<file path="config.mk">
export PLATFORM = sky130hd
export DESIGN_NAME = cpu15_io_ram
export DESIGN_NICKNAME = d
export VERILOG_FILES = /design/src/rtl/cpu15_io_ram.sv
export SDC_FILE = /design/constraint.sdc
export NUM_CORES = 1
export LEC_CHECK = 0
export CELL_PAD_IN_SITES_DETAIL_PLACEMENT = 1
export CELL_PAD_IN_SITES_GLOBAL_PLACEMENT = 1
export CORE_AREA = 2 2 293 295
export CTS_CLUSTER_SIZE = 28
export DETAILED_ROUTE_END_ITERATION = 10
export DIE_AREA = 0 0 295 297
export GPL_TIMING_DRIVEN = 0
export HOLD_SLACK_MARGIN = 0.05
export PLACE_DENSITY_LB_ADDON = 0.1
export REMOVE_ABC_BUFFERS = 1
export SLEW_MARGIN = 20
export SYNTH_ARGS = -nofsm -noshare
export SYNTH_HDL_FRONTEND = slang
export SYNTH_SLANG_ARGS = --single-unit
</file>
<file path="constraint.sdc">
create_clock -name CLK -period 8.45 [get_ports CLK]
set_clock_uncertainty 0.2 [all_clocks]
set_input_delay 1.69 -clock CLK [delete_from_list [all_inputs] [get_ports CLK]]
set_output_delay 1.69 -clock CLK [all_outputs]
set_load 0.02 [all_outputs]
</file>
<file path="src/rtl/cpu15_io_ram.sv">
// cpu15 data memory: word RAM below IO_BASE, output latches, synchronised
// input ports and a sticky read-to-clear change-flag register above it.
module cpu15_io_ram #(
  parameter int                DATA_W  = 16,
  parameter int                ADDR_W  = 8,
  parameter int                IO_BASE = 64,
  parameter int                N_OUT   = 1,
  parameter int                N_IN    = 1,
  parameter logic [DATA_W-1:0] IN_MASK = 16'h03FF,
  parameter logic [DATA_W-1:0] OUT_INV = 16'hFC00
) (
  input  logic                      CLK,
  input  logic                      RESET,
  input  logic                      WE,
  input  logic                      RE,
  input  logic [ADDR_W-1:0]         ADDR,
  input  logic [DATA_W-1:0]         WDATA,
  output logic [DATA_W-1:0]         RDATA,
  output logic                      RVALID,
  input  logic [N_IN*DATA_W-1:0]    IO_IN,
  output logic [N_OUT*DATA_W-1:0]   IO_OUT
);

  localparam int RAM_AW = (IO_BASE > 1) ? $clog2(IO_BASE) : 1;
  localparam logic [ADDR_W-1:0] OUT_A = ADDR_W'(IO_BASE);
  localparam logic [ADDR_W-1:0] IN_A  = ADDR_W'(IO_BASE + N_OUT);
  localparam logic [ADDR_W-1:0] CHG_A = ADDR_W'(IO_BASE + N_OUT + N_IN);

  logic [DATA_W-1:0]             mem_q [IO_BASE];
  logic [RAM_AW-1:0]             ram_idx;

  logic [N_OUT-1:0][DATA_W-1:0]  out_q, out_d;
  logic [N_IN-1:0][DATA_W-1:0]   sync1_q, sync2_q, prev_q;
  logic [N_IN-1:0]               flag_q, flag_d, chg_set;
  logic [1:0]                    arm_cnt_q, arm_cnt_d;
  logic                          armed;
  logic                          chg_rd;

  logic [DATA_W-1:0]             rd_mux, rdata_q, rdata_d;
  logic                          rvalid_q, rvalid_d;

  assign ram_idx = ADDR[RAM_AW-1:0];
  assign armed   = (arm_cnt_q == 2'd3);
  assign chg_rd  = RE && (ADDR == CHG_A);

  // RAM has no reset; a write coinciding with RESET is allowed to land.
  always_ff @(posedge CLK) begin
    if (WE && (ADDR < OUT_A)) begin
      mem_q[ram_idx] <= WDATA;
    end
  end

  always_comb begin
    rd_mux = '0;
    if (ADDR < OUT_A) begin
      rd_mux = mem_q[ram_idx];
    end
    for (int k = 0; k < N_OUT; k++) begin
      if (ADDR == OUT_A + ADDR_W'(k)) rd_mux = out_q[k];
    end
    for (int k = 0; k < N_IN; k++) begin
      if (ADDR == IN_A + ADDR_W'(k)) rd_mux = sync2_q[k] & IN_MASK;
    end
    if (ADDR == CHG_A) begin
      rd_mux = DATA_W'(flag_q);
    end
  end

  always_comb begin
    out_d = out_q;
    for (int k = 0; k < N_OUT; k++) begin
      if (WE && (ADDR == OUT_A + ADDR_W'(k))) out_d[k] = WDATA;
    end
  end

  always_comb begin
    chg_set = '0;
    for (int k = 0; k < N_IN; k++) begin
      chg_set[k] = armed && (((sync2_q[k] ^ prev_q[k]) & IN_MASK) != '0);
    end
  end

  // The clearing read removes only what it returned; a same-cycle change survives.
  always_comb begin
    flag_d    = (flag_q & ~(chg_rd ? flag_q : '0)) | chg_set;
    arm_cnt_d = armed ? arm_cnt_q : arm_cnt_q + 2'd1;
    rdata_d   = RE ? rd_mux : rdata_q;
    rvalid_d  = RE;
  end

  always_ff @(posedge CLK) begin
    if (RESET) begin
      out_q     <= '0;
      sync1_q   <= '0;
      sync2_q   <= '0;
      prev_q    <= '0;
      flag_q    <= '0;
      arm_cnt_q <= '0;
      rdata_q   <= '0;
      rvalid_q  <= 1'b0;
    end else begin
      out_q     <= out_d;
      sync1_q   <= IO_IN;
      sync2_q   <= sync1_q;
      prev_q    <= sync2_q;
      flag_q    <= flag_d;
      arm_cnt_q <= arm_cnt_d;
      rdata_q   <= rdata_d;
      rvalid_q  <= rvalid_d;
    end
  end

  always_comb begin
    IO_OUT = '0;
    for (int k = 0; k < N_OUT; k++) begin
      IO_OUT[k*DATA_W +: DATA_W] = out_q[k] ^ OUT_INV;
    end
  end

  assign RDATA  = rdata_q;
  assign RVALID = rvalid_q;

endmodule

</file>
==> results of run 1 <==
==> cells in the mapped netlist (all sizes together) <==
library cell / number / share of area (%)
a2111oi: 3 / 0.063
a211oi: 8 / 0.14
a21oi: 23 / 0.28
a221oi: 16 / 0.34
a22o: 12 / 0.25
a22oi: 75 / 1.3
a31oi: 10 / 0.15
a32oi: 14 / 0.29
and2: 3 / 0.051
and3: 6 / 0.090
and3b: 1 / 0.021
and4: 3 / 0.063
buf: 96 / 1.5
clkbuf: 28 / 0.25
dfxtp: 66 / 3.2
edfxtp: 1024 / 74
ha: 1 / 0.030
inv: 8 / 0.072
mux2: 15 / 0.40
mux2i: 122 / 2.9
mux4: 194 / 10
nand2: 91 / 0.84
nand2b: 2 / 0.030
nand3: 26 / 0.31
nand3b: 3 / 0.054
nand4: 18 / 0.27
nor2: 92 / 0.83
nor2b: 50 / 0.75
nor3: 12 / 0.14
nor3b: 2 / 0.036
nor4: 5 / 0.075
nor4b: 1 / 0.057
o211ai: 7 / 0.13
o21ai: 17 / 0.20
o221ai: 9 / 0.19
o22ai: 17 / 0.25
o32ai: 1 / 0.021
o41ai: 1 / 0.021
or3: 1 / 0.015
or3b: 3 / 0.063
xnor2: 8 / 0.17
xor2: 3 / 0.063
==> worst max-delay path by stage <==
stage	depth (start not counted)	to	from
floorplan	6	RDATA[11]	ADDR[0]
global placement	7	RDATA[5]	ADDR[0]
detailed placement	7	RDATA[12]	ADDR[5]
CTS	7	RDATA[12]	ADDR[4]
global route	7	RDATA[5]	ADDR[5]
finish	7	RDATA[9]	ADDR[5]
==> state kept, by name, indices dropped and copies added, names as in the netlist <==
name and flops:
sync1_q 10, sync2_q 10, flag_q 1, prev_q 10, out_q 16, RVALID 1, arm_cnt_q 2, mem_q 1024
RDATA 16
==> per-layer routing <==
metal / part of all wire [%] / wire [µm] / vias up / GRT usage [%]
li1: - / - / 8907 / -
met1: 42 / 47700 / 11500 / 37.4
met2: 49 / 55300 / 739 / 42.5
met3: 6.3 / 7190 / 164 / 4.51
met4: 2.7 / 3030 / 0 / 7.17
met5: 0 / 0 / - / 0
==> power by group through the flow <==
stage	logic (µW)	registers, µW	clock network [µW]
finish	552	5930	4820
global route	582	5930	5090
CTS	557	5930	4890
detailed placement	555	6040	0
global placement	694	6060	0
floorplan	197	6050	0
==> final cells by class <==
cell class | instances | share of cell area [%]
sequential | 1090 | 66.4
multi-input combinational | 875 | 19.0
clock buffer | 132 | 6.07
timing repair buffer | 151 | 4.18
tap | 1144 | 2.96
clock inverter | 74 | 1.31
inverter | 8 | 0.0622
antenna | 1 | 0.00518
==> logic make-up after synthesis <==
logic type               Yosys count  share of synthesized area (%)
AND/OR/NAND/NOR                  319                           3.69
XOR/XNOR                          11                          0.231
flip-flops                      1090                           76.7
adder cells (fa/ha/maj)            1                         0.0299
AO/OA/AOI/OAI                    213                           3.67
multiplexers                     331                           13.8
buffers and inverters            132                           1.85
==> per-stage QoR <==
step	hold WS (ps)	worst slack [ps]	util, %	total power [µW]
final	237	2850	57.2	11300
after global routing	261	2790	57.2	11600
after CTS	242	2870	57.2	11400
after detailed placement	228	2190	52.9	6600
after global placement	220	-16440	51.1	6750
after floorplan	214	4530	-	6240
==> worst register-to-register path, cell delays in order (launching register included) <==
cell	delay [ps]
edfxtp_1	370
mux4_2	470
a22oi_1	270
nand4_1	390
nor3_1	880
o221ai_1	190
==> qor.csv, run 1 <==
metric,value,unit
fin nets,2283,
Post-CTS Resized,0,
Hold Crit Start,sync1_q[8],
P per Cell Area,234,nW/µm²
reg-to-reg endpoint,RDATA[9],
io pins,77,
die height,297,µm
initial antenna violation count,0,
CTS H-tree lvls,3,
Pint,8880,µW
core area,84500,µm²
1st-pass router iterations,5,
area of the multi-input gates,9180,µm²
number of synthesized register bits,1090,
final setup TNS,0,ps
critical path's top delay family,simple AND/OR/NAND/NOR gates,
hold path depth,1,
outcome,completed,
Register Area,32100,µm²
CTS clock-pin slew for the worst setup and hold paths,60,ps
worst skew pair latency,690,ps
DRT iter0 DRCs,2044,
sw power,2420,µW
DP Cell Count,3268,
FILL cells,7145,
routability congestion estimate,0.799,
crit end category,register,
grt ovf,0,
largest net degree at the start of global routing,81,
f_max,179,MHz
combinational share of power,4.9,%
Critical Path AT,5920,ps
RSZ-0062 raised after global routing,false,
Routed WL per cell,32.6,µm
Seq pwr share,52.5,%
Crit Path Max Fanout,16,
post-layout minimum cycle time,5600,ps
reg2reg start,mem_q[14][9],
CTS Hold Bufs,0,
post-route ant nets,0,
Slew HR,20.8,%
worst-margin pin slew,1180,ps
Clk network pwr share,42.6,%
CP Class,input port to register,
Synthesis Warnings,0,
"Slew Viols, Final",0,
die width,295,µm
dpl cell area,44700,µm²
Area Growth Syn to Fin,15.6,%
"Critical Path, Cell by Cell",clkdlybuf4s50_1 > nand3b_1 > nor2_1 > a22oi_1 > nand4_1 > nor3_1 > o221ai_1,
port bufs,70,
Cell variety after synth,51,
DPL Wire Length,71.3,mm
Worst R2R Path Depth,5,
share of layout cells above drive strength 1,23.5,%
DRC Markers,0,
total die area,87600,µm²
FF-to-FF setup slack,5510,ps
Sw Ratio,21.4,%
postcts setup bufs,0,
Worst Path Buf+Inv,1,
Final Hold Viols,0,
most frequent cells in the layout,"edfxtp_1, mux4_2, mux2i_1, clkbuf_16, nand2_1",
Final period util,66.3,%
TritonCTS clock tree,done,
CP peak stage delay,990,ps
WHS Endpoint,sync2_q[8],
final instance area,48300,µm²
max-cap violation count,0,
Post-Layout Cell Count,3475,
sequential share of the synthesized area,76.7,%
via density per instance,6.13,
initial cell density of the core,49.5,%
Worst Hold Class,register to register,
# rows,107,
CTS buffer count,112,
CP Launch Type,input port,
"Cell Area, Synth",41800,µm²
WL final,113,mm
"most common cell after layout, fill and taps aside",edfxtp_1,
synthesized instance count,2097,
vias,21300,
Peak VDD IR,186,µV
Syn Area/Cell,19.9,µm²
number of global-route vias before repair,22200,
CTS max path bufs,3,
global-route wire length before repair,164,mm
clk sinks,1090,
count of final setup violators,0,
"Req. time, crit path",8770,ps
LEAKAGE,0.0153,µW
overall routing resource usage,26.3,%
Critical-path top delay cell,clkdlybuf4s50_1,
clk root buf,clkbuf_16,
Power figures use the tool's default switching activity.
==> run 2: changes to the inputs <==
Clock period 8.45 ns to 5.59 ns, I/O delays scaled along.
==> results of run 2 <==
Same layout as run 1 (identical final DEF). Status: completed.
Among the figures that moved: setup slack after placement 2190 ps -> -95.0 ps; setup slack after layout 2850 ps -> 563 ps; register-to-register setup slack 5510 ps -> 2650 ps; total power 11300 µW -> 17100 µW; worst IR drop on VDD 186 µV -> 280 µV
